--- config.mk ---
export PLATFORM = sky130hd
export DESIGN_NAME = button_conditioner_flat
export DESIGN_NICKNAME = d
export VERILOG_FILES = /design/src/rtl/button_conditioner_if.sv /design/src/rtl/button_conditioner.sv /design/src/flat_wrapper.sv
export SDC_FILE = /design/constraint.sdc
export NUM_CORES = 1
export LEC_CHECK = 0
export CAP_MARGIN = 5
export CORE_MARGIN = 3
export CORE_UTILIZATION = 50
export CTS_CLUSTER_DIAMETER = 30
export DETAILED_ROUTE_END_ITERATION = 8
export PLACE_DENSITY = 0.7
export RECOVER_POWER = 50
export SLEW_MARGIN = 20
export SYNTH_ARGS = -nofsm -noshare
export SYNTH_HDL_FRONTEND = slang
export SYNTH_SLANG_ARGS = --single-unit
--- constraint.sdc ---
create_clock -name clock -period 4.8 [get_ports clock]
set_input_delay 0.72 -clock clock [delete_from_list [all_inputs] [get_ports clock]]
set_output_delay 0.72 -clock clock [all_outputs]
set_load 0.1 [all_outputs]
--- src/rtl/button_conditioner_if.sv ---
// Button bundle between the board pins and the conditioner.
// The master side drives raw levels; the slave side returns the conditioned signals.
interface button_conditioner_if #(
  parameter int N_BTN = 2
);
  logic [N_BTN-1:0] btn_raw;
  logic [N_BTN-1:0] btn_level;
  logic [N_BTN-1:0] btn_press;
  logic [N_BTN-1:0] btn_release;
  logic [N_BTN-1:0] btn_repeat;

  modport master (output btn_raw, input btn_level, btn_press, btn_release, btn_repeat);
  modport slave  (input btn_raw, output btn_level, btn_press, btn_release, btn_repeat);
endinterface

--- src/rtl/button_conditioner.sv ---
// Per-channel push-button conditioner: 2-flop synchronizer, counter debounce,
// registered press/release pulses and an optional hold-to-repeat state machine.
module button_conditioner #(
  parameter int N_BTN           = 2,
  parameter int DEBOUNCE_CYCLES = 1000000,
  parameter int REPEAT_EN       = 0,
  parameter int REPEAT_DELAY    = 50000000,
  parameter int REPEAT_PERIOD   = 10000000
) (
  input  logic                clock,
  input  logic                reset,
  button_conditioner_if.slave btn
);
  localparam int DW   = $clog2(DEBOUNCE_CYCLES + 1);
  localparam int RMAX = (REPEAT_DELAY > REPEAT_PERIOD) ? REPEAT_DELAY : REPEAT_PERIOD;
  localparam int RW   = $clog2(RMAX + 1);

  localparam logic [DW-1:0] DEB_LAST    = DW'(DEBOUNCE_CYCLES - 1);
  localparam logic [RW-1:0] DELAY_LAST  = RW'(REPEAT_DELAY - 1);
  localparam logic [RW-1:0] PERIOD_LAST = RW'(REPEAT_PERIOD - 1);

  typedef enum logic [1:0] {
    ST_IDLE       = 2'd0,
    ST_WAIT_FIRST = 2'd1,
    ST_REPEATING  = 2'd2
  } rpt_state_e;

  for (genvar i = 0; i < N_BTN; i++) begin : g_ch
    logic          sync1_q;
    logic          sync2_q;
    logic          level_q;
    logic          level_d;
    logic          press_q;
    logic          release_q;
    logic          repeat_q;
    logic          flip_s;
    logic [DW-1:0] deb_cnt_q;
    logic [DW-1:0] deb_cnt_d;
    logic [RW-1:0] rpt_cnt_q;
    rpt_state_e    rpt_state_q;

    // Debounce: the level flips only on the DEBOUNCE_CYCLES-th consecutive mismatch.
    always_comb begin
      flip_s    = 1'b0;
      deb_cnt_d = '0;
      if (sync2_q == level_q) begin
        deb_cnt_d = '0;
      end else if (deb_cnt_q == DEB_LAST) begin
        flip_s    = 1'b1;
        deb_cnt_d = '0;
      end else begin
        deb_cnt_d = deb_cnt_q + DW'(1);
      end
      level_d = level_q ^ flip_s;
    end

    // Synchronizer, debounce state, edge pulses and repeat FSM; all outputs registered.
    always_ff @(posedge clock) begin
      if (reset) begin
        sync1_q     <= 1'b0;
        sync2_q     <= 1'b0;
        deb_cnt_q   <= '0;
        level_q     <= 1'b0;
        press_q     <= 1'b0;
        release_q   <= 1'b0;
        repeat_q    <= 1'b0;
        rpt_cnt_q   <= '0;
        rpt_state_q <= ST_IDLE;
      end else begin
        sync1_q   <= btn.btn_raw[i];
        sync2_q   <= sync1_q;
        deb_cnt_q <= deb_cnt_d;
        level_q   <= level_d;
        press_q   <= flip_s & ~level_q;
        release_q <= flip_s & level_q;
        repeat_q  <= 1'b0;
        // Release wins over a repeat pulse falling due on the same edge.
        if ((REPEAT_EN == 0) || !level_d) begin
          rpt_state_q <= ST_IDLE;
          rpt_cnt_q   <= '0;
        end else begin
          case (rpt_state_q)
            ST_IDLE: begin
              rpt_cnt_q   <= '0;
              rpt_state_q <= flip_s ? ST_WAIT_FIRST : ST_IDLE;
            end
            ST_WAIT_FIRST: begin
              if (rpt_cnt_q == DELAY_LAST) begin
                repeat_q    <= 1'b1;
                rpt_cnt_q   <= '0;
                rpt_state_q <= ST_REPEATING;
              end else begin
                rpt_cnt_q   <= rpt_cnt_q + RW'(1);
              end
            end
            ST_REPEATING: begin
              if (rpt_cnt_q == PERIOD_LAST) begin
                repeat_q  <= 1'b1;
                rpt_cnt_q <= '0;
              end else begin
                rpt_cnt_q <= rpt_cnt_q + RW'(1);
              end
            end
            default: begin
              rpt_cnt_q   <= '0;
              rpt_state_q <= ST_IDLE;
            end
          endcase
        end
      end
    end

    assign btn.btn_level[i]   = level_q;
    assign btn.btn_press[i]   = press_q;
    assign btn.btn_release[i] = release_q;
    assign btn.btn_repeat[i]  = repeat_q;
  end
endmodule

--- src/flat_wrapper.sv ---
// flat-port wrapper written by rule: the top's interface ports become plain ports
module button_conditioner_flat 
#(
  parameter int N_BTN           = 2,
  parameter int DEBOUNCE_CYCLES = 1000000,
  parameter int REPEAT_EN       = 0,
  parameter int REPEAT_DELAY    = 50000000,
  parameter int REPEAT_PERIOD   = 10000000
)
  (clock, reset, btn_btn_raw, btn_btn_level, btn_btn_press, btn_btn_release, btn_btn_repeat);
  button_conditioner_if #(.N_BTN(N_BTN)) btn_i ();
  input  logic clock;
  input  logic reset;
  input wire logic [$bits(btn_i.btn_raw)-1:0] btn_btn_raw;
  output wire logic [$bits(btn_i.btn_level)-1:0] btn_btn_level;
  output wire logic [$bits(btn_i.btn_press)-1:0] btn_btn_press;
  output wire logic [$bits(btn_i.btn_release)-1:0] btn_btn_release;
  output wire logic [$bits(btn_i.btn_repeat)-1:0] btn_btn_repeat;
  assign btn_i.btn_raw = btn_btn_raw;
  assign btn_btn_level = btn_i.btn_level;
  assign btn_btn_press = btn_i.btn_press;
  assign btn_btn_release = btn_i.btn_release;
  assign btn_btn_repeat = btn_i.btn_repeat;
  button_conditioner #(.N_BTN(N_BTN), .DEBOUNCE_CYCLES(DEBOUNCE_CYCLES), .REPEAT_EN(REPEAT_EN), .REPEAT_DELAY(REPEAT_DELAY), .REPEAT_PERIOD(REPEAT_PERIOD)) u_core (.clock(clock), .reset(reset), .btn(btn_i));
endmodule
* Word level (Yosys, flattened, before mapping)
Index checks and enable logic that the tools add are counted.
** Cells by class
- Add/sub/neg operators :: 2
- Equal/unequal tests :: 4
- Mux-type cells :: 4
- Bitwise operators :: 8
- Reductions and logical operators :: 2
** Operator list (count)
- adder 20 x 1 -> 20 bit (second input constant) :: 2
- == test 20 bit (second input constant) :: 2
- OR reduction 3 bit :: 2
- bitwise AND 1 bit :: 4
- 2-to-1 mux 1 bit :: 4
- == test 1 bit :: 2
- NOT 1 bit :: 2
- bitwise XOR 1 bit :: 2
** Storage, ports and cells
- Flip-flop bits (word level) :: 50
- Input bits :: 4
- Output and inout bits :: 8
- Word-level logic and storage cells :: 32

* Longest topological paths before layout
Gate-level depths: netlist of run 1.
- Word-level depth :: 4
- Depth in mapped cells :: 6
- Gate-level depth less buffers :: 5

* Worst setup path before layout of run 1
OpenSTA, ideal clock, no wires.
- Path type :: register -> register
- Start :: reg u_core.g_ch[0].deb_cnt_q[0]
- End :: reg u_core.g_ch[0].deb_cnt_q[10]
- Setup time :: 0.115 ns
- Arrival time :: 1.767 ns
- Required time :: 4.685 ns
- Path slack :: 2.918 ns
- Stages on the path, launching flop included :: 7
- Path buffers :: 1
- Period minus slack after synthesis :: 1.882 ns
- Cell sequence :: dfxtp_1 -> ha_1 -> nand3_2 -> or4_4 -> o21ai_2 -> buf_4 -> nor2_1
** Between the ends
- Word-level cells in the longest chain between the ends :: 2
- Elaborated cells between the ends (all ways) :: 3
- Those cells by class :: 1 x add/sub; 1 x eq/ne; 1 x reduce/logical
** RTL lines
- start: declaration :: RTL line button_conditioner.sv:37 : logic [DW-1:0] deb_cnt_q;
- start signal: assignment :: RTL line button_conditioner.sv:72 : deb_cnt_q <= deb_cnt_d;
- parallel branches: the longest is 2 deep, another holds adder 20 x 1 -> 20 bit
Parallel ways; which one is timed is not known.
A chain may end at the register's enable or synchronous reset.

==> flow_summary.yaml, run 1 <==
synth:
  synth.yosys.seq_area_share_pct: 44.9
  yosysUniqueCellTypes: 38
  synth_cells: 253
  ys_ff_latch: 50
  yosys_most_used_dff: "dfxtp_1"
  synth_edf_count: 0
  avgSynthCellArea_um2: 8.82
  syn-cell-area_mm2: 0.00223
  ys_warn_count: 0
  async_reset_ff_share_pct: 0
clocking:
  cts_setup_buffers: 0
  cts-htree-levels: 2
  clock_path_buffers: 2
  cts-buffers-inserted: 5
  tritoncts: "built"
  clkSinkCount: 50
  clkSlewWorstSetupHoldPaths_ps: 80
  clkLatencyLatePin_ps: 290
  root_buffer: "clkbuf_8"
  hold_buffers: 0
  post_cts_resize_count: 0
sta:
  finalHoldViolations: 0
  drv_slew: 0
  worst_pin_slew_ps: 971
  setup_viol: 0
  slew_headroom_pct: 35.1
  layout_min_cycle_time_ps: 2570
  fin_skew_ps: 6.43
  period_share_pct: 53.6
  setup-tns-final_ps: 0
  max_freq_ghz: 0.389
  rsz0062_at_grt: "false"
placement:
  port_buffers: 9
  gp_congestion: 0.781
  dp_cells: 300
  dp_hpwl_um: 2670
run_status:
  status: "complete, no violations"
drt:
  avgViaCountPerCell: 5.48
  drtIter0Drc: 31
  wire_per_inst_um: 12.3
  route.vias.total: 1682
  firstDrtPassIters: 4
  drc_errors: 0
  routed_wl_um: 3780
  antenna_left: 0
global_routing:
  grt_max_degree: 21
  grt_use_total_pct: 15.4
  grt-ovfl-total: 0
  grt_pass1_vias: 1559
  antenna_found_initial: 0
  grt_first_pass_wirelength_um: 6620
worst_setup_path:
  slowest_delay_ps: 1160
  cp_max_fo: 5
  worstPathCellList: "clkdlybuf4s50_1"
  critPathRequiredTime_ps: 4080
  cp_num_buf_inv: 1
  crit_path_start_kind: "flop"
  worst_setup_path_end_kind: "output pin"
  cp_top_family: "buffers and inverters"
  crit_type: "flop to output pin"
  slowest_stage: "clkdlybuf4s50_1"
  reg2reg_slack_ps: 2550
  worstReg2RegEnd: "u_core.g_ch[0].deb_cnt_q[9]$_SDFF_PP0_"
  critical_path_arrival_ps: 1850
  r2r-start: "u_core.g_ch[0].deb_cnt_q[0]$_SDFF_PP0_"
  r2r_cells: 5
final_layout:
  seq_area_mm2: 0.00100
  final_cells: 307
  final_core_util_pct: 58.3
  nFillCells: 384
  diodes: 0
  area_delta_synth_final_pct: 8.24
  multi_input_comb_area_mm2: 0.00110
  nets: 263
  final_layout_size_suffix_gt1_share_pct: 5.45
pwr:
  p_comb_share_pct: 2.2
  clkPwrFrac_pct: 40.6
  swShare_pct: 19.6
  power_leakage_nw: 0.659
  p_sw_mw: 0.143
  power_density_mw_per_mm2: 302
  internal_power_mw: 0.587
  irDropWorstVdd_v: 0.000185
  p_seq_share_pct: 57.2
  p_total_mw: 0.730
worst_hold_path:
  holdPathStages: 1
  min_to: "u_core.g_ch[1].sync2_q$_SDFF_PP0_"
  hold_start: "u_core.g_ch[1].sync1_q$_SDFF_PP0_"
  min_path_type: "flop to flop"
die:
  num_rows: 23
  fp.dieW_um: 72.8
  core_mm2: 0.00414
  ios: 12
  start_util_pct: 53.8
  die-area_mm2: 0.00530
  die_h_um: 72.8
run:
  maxCapViolCount: 0
==> Yosys cell counts, types with 2 or more instances <==
master | n | area (um^2)
dfxtp_1 | 50 | 1000
nor2_1 | 32 | 120
xnor2_1 | 21 | 184
a21oi_1 | 15 | 75.1
nand2_1 | 12 | 45.0
nand3_1 | 12 | 60.1
inv_1 | 11 | 41.3
or3_1 | 10 | 62.6
buf_4 | 9 | 67.6
nor3_1 | 8 | 40.0
o21ai_0 | 8 | 40.0
nand4_1 | 7 | 43.8
or4_1 | 7 | 52.6
o31ai_1 | 6 | 45.0
nor4_1 | 5 | 31.3
nor4b_1 | 5 | 43.8
nor2b_1 | 4 | 25.0
xor2_1 | 4 | 35.0
and4_1 | 2 | 17.5
buf_2 | 2 | 10.0
clkbuf_1 | 2 | 7.51
ha_1 | 2 | 25.0
nand3_2 | 2 | 20.0
nor4bb_1 | 2 | 20.0
or2_1 | 2 | 12.5
==> layout make-up <==
| type | instances | area share [%] |
|---|---|---|
| multi-input cells | 179 | 45.7 |
| flip-flops and latches | 50 | 41.5 |
| repair buffers | 10 | 3.89 |
| clock buffers | 6 | 3.42 |
| well taps | 50 | 2.59 |
| inverters | 11 | 1.71 |
| clock inverters | 1 | 1.24 |
==> cells in the final DEF (no fill, tap or decap), types with 2 or more instances in the layout <==
cell / netlist / routed
a21oi_1: 15 / 15
and4_1: 2 / 2
clkbuf_8: 0 / 6
clkdlybuf4s50_1: 0 / 8
conb_1: 1 / 2
dfxtp_1: 50 / 50
ha_1: 2 / 2
inv_1: 11 / 11
nand2_1: 12 / 12
nand3_1: 12 / 12
nand3_2: 2 / 2
nand4_1: 7 / 7
nor2_1: 32 / 32
nor2b_1: 4 / 4
nor3_1: 8 / 8
nor4_1: 5 / 5
nor4b_1: 5 / 5
nor4bb_1: 2 / 2
o21ai_0: 8 / 9
o31ai_1: 6 / 6
or3_1: 10 / 10
or4_1: 7 / 7
xnor2_1: 21 / 21
xor2_1: 4 / 4
==> kinds of logic after synthesis <==
group / Yosys count / synth area share, %
compound gates: 32 / 8.19
xor+xnor: 25 / 9.81
fa+ha+maj: 2 / 1.12
buf+inv: 25 / 5.83
flops: 50 / 44.9
other cells: 1 / 0.168
simple gates: 118 / 30.0
==> power by group through the flow <==
stage | combinational (mW) | clock [mW] | sequential, mW
2_1_floorplan | 0.0141 | 0 | 0.427
3_3_place_gp | 0.0166 | 0 | 0.427
3_5_place_dp | 0.0168 | 0 | 0.428
4_1_cts | 0.0168 | 0.309 | 0.418
5_1_grt | 0.0174 | 0.322 | 0.418
6_report | 0.0162 | 0.296 | 0.418
==> metal layers <==
metal,vias to the layer above,global-route usage (%),part of all wire [%]
met2,16,27.1,50
met1,778,18.7,47
met3,2,3.72,2.5
li1,886,-,-
met5,-,0,0
met4,0,4.30,0.37
==> registers in the layout, summed over array words and instances (netlist names), named ones only <==
name / cells
u_core.g_ch.release_q: 2
u_core.g_ch.press_q: 2
u_core.g_ch.sync2_q: 2
u_core.g_ch.sync1_q: 2
u_core.g_ch.deb_cnt_q: 40
==> how the worst max path moves through the flow <==
stage	startpoint	endpoint	slack, ps	depth (start not counted)
floorplan	u_core.g_ch[0].deb_cnt_q[0]$_SDFF_PP0_	u_core.g_ch[0].deb_cnt_q[10]$_SDFF_PP0_	2920	6
global placement	flop	btn_btn_level[1]	2550	1
detailed placement	u_core.g_ch[0].deb_cnt_q[0]$_SDFF_PP0_	u_core.g_ch[0].deb_cnt_q[9]$_SDFF_PP0_	2540	5
CTS	flop	btn_btn_level[1]	2200	1
global route	flop	btn_btn_level[0]	2170	1
finish	flop	btn_btn_level[1]	2230	1
==> through the flow <==
stage	setup WS, ps	cell area [um^2]	hold slack, ps
2_1_floorplan	2920	2230	414
3_3_place_gp	2550	2310	417
3_5_place_dp	2540	2310	452
4_1_cts	2200	2420	464
5_1_grt	2170	2410	468
6_report	2230	2410	458
Power figures use the tool's default switching activity.
==> inputs of run 2 (changes only) <==
--- a/config.mk
+++ b/config.mk
@@ -10,7 +10,7 @@
 export CORE_UTILIZATION = 50
 export CTS_CLUSTER_DIAMETER = 30
 export DETAILED_ROUTE_END_ITERATION = 8
-export PLACE_DENSITY = 0.7
+export PLACE_DENSITY = 0.73
 export RECOVER_POWER = 50
 export SLEW_MARGIN = 20
 export SYNTH_ARGS = -nofsm -noshare
==> constraint.sdc (replaced) <==
create_clock -name clock -period 2.2 [get_ports clock]
set_input_delay 0.33 -clock clock [delete_from_list [all_inputs] [get_ports clock]]
set_output_delay 0.33 -clock clock [all_outputs]
set_load 0.1 [all_outputs]
==> flow_summary.yaml, run 2 (synthesized netlist as in run 1, its figures left out) <==
placement:
  port_buffers: 9
  dp_hpwl_um: 2800
  pre_cts_slack_ps: 279
  gp_congestion: 0.779
clocking:
  clkLatencyLatePin_ps: 310
  cts-buffers-inserted: 5
  clock_path_buffers: 2
  tritoncts: "built"
  cts_setup_buffers: 0
  post_cts_resize_count: 0
  clkSlewWorstSetupHoldPaths_ps: 90
  cts-htree-levels: 2
  clkSinkCount: 50
  root_buffer: "clkbuf_8"
  hold_buffers: 0
global_routing:
  grt_use_total_pct: 17.1
  grt_max_degree: 21
  grt_pass1_vias: 1708
  antenna_found_initial: 0
  grt_first_pass_wirelength_um: 7260
  grt-ovfl-total: 0
worst_setup_path:
  cp_top_family: "simple AND/OR/NAND/NOR gates"
  slowest_stage: "or4_4"
  worst_setup_path_end_kind: "flop"
  worstPathCellList: "ha_1, nand3_2, or4_4, or3_1, a21oi_1"
  crit_path_start_kind: "flop"
  critical_path_arrival_ps: 2170
  slowest_delay_ps: 580
  crit_type: "flop to flop"
  cp_max_fo: 7
  critPathRequiredTime_ps: 2420
  cp_num_buf_inv: 0
final_layout:
  final_layout_size_suffix_gt1_share_pct: 7.66
  largest_reg_flops: 40
  multi_input_comb_area_mm2: 0.00110
  diodes: 0
  area_delta_synth_final_pct: 8.69
  final_cell_mix: "dfxtp_1 (50), nor2_1 (32), xnor2_1 (21), a21oi_1 (15)"
  final_core_util_pct: 58.5
  final_common_cell: "dfxtp_1"
  nFillCells: 387
  nets: 266
  top_register: "u_core.g_ch.deb_cnt_q"
  seq_area_mm2: 0.00100
pwr:
  power_leakage_nw: 0.676
  irDropWorstVdd_v: 0.000538
  power_density_mw_per_mm2: 704
drt:
  avgViaCountPerCell: 5.41
  route.vias.total: 1682
  firstDrtPassIters: 4
  drtIter0Drc: 61
  wire_per_inst_um: 12.6
  routed_wl_um: 3910
  antenna_left: 0
  drc_errors: 0
sta:
  drv_slew: 0
  setup_ws_ps: 250
  worst_pin_slew_ps: 1170
  fin_skew_ps: 10.1
  finalHoldViolations: 0
  setup_viol: 0
  whs_ps: 446
  setup-tns-final_ps: 0
  layout_min_cycle_time_ps: 1950
  period_share_pct: 88.7
  slew_headroom_pct: 22.0
  max_freq_ghz: 0.513
  rsz0062_at_grt: "false"
die:
  die-area_mm2: 0.00530
  start_util_pct: 53.8
  core_mm2: 0.00414
  die_h_um: 72.8
  ios: 12
  num_rows: 23
  fp.dieW_um: 72.8
run:
  maxCapViolCount: 0
worst_hold_path:
  min_path_type: "flop to flop"
run_status:
  status: "complete, no violations"
[run 2: cell count changes in the layout (fill, tap and decap cells not counted)]
cell	previous run	this run
clkbuf_2	0	3
clkinv_4	0	1
clkbuf_8	6	5
clkdlybuf4s50_1	8	2
clkbuf_1	1	5
bufinv_16	1	2
buf_4	0	2
[run 2: area by class of cell]
type / instances / area share (%)
clock buffer: 5 / 2.84
clock inverter: 3 / 2.84
inverter: 11 / 1.70
multi-input combinational: 179 / 45.5
sequential: 50 / 41.3
tap: 50 / 2.58
timing repair buffer: 13 / 3.25
[run 2: final timing paths]
kind / start / to / slack, ps / cells after the start
hold / removal: u_core.g_ch[1].sync1_q$_SDFF_PP0_ / u_core.g_ch[1].sync2_q$_SDFF_PP0_ / 450 / 1
hold reg to reg: u_core.g_ch[1].sync1_q$_SDFF_PP0_ / u_core.g_ch[1].sync2_q$_SDFF_PP0_ / 450 / 1
setup / recovery: u_core.g_ch[0].deb_cnt_q[1]$_SDFF_PP0_ / flop / 250 / 5
setup reg to reg: u_core.g_ch[0].deb_cnt_q[1]$_SDFF_PP0_ / flop / 250 / 5
[run 2: metal layers]
layer	up-vias	track usage, %	part of all wire (%)
met4	0	7.99	1.7
li1	888	-	-
met1	772	20.3	46
met5	-	0	0
met3	7	3.44	2.4
met2	15	29.5	50
[run 2: power breakdown]
| part | internal [mW] | switching (mW) | total (mW) |
|---|---|---|---|
| sequential | 0.909 | 0.00302 | 0.912 |
| clock | 0.455 | 0.303 | 0.758 |
| combinational | 0.00956 | 0.0276 | 0.0372 |
[run 2: per-stage QoR]
stage	std cells	area, um^2	total power [mW]
5_1_grt	311	2420	1.77
6_report	311	2420	1.71
4_1_cts	311	2450	1.73
3_5_place_dp	303	2310	0.972
3_3_place_gp	303	2310	0.971
2_1_floorplan	254	2230	0.963
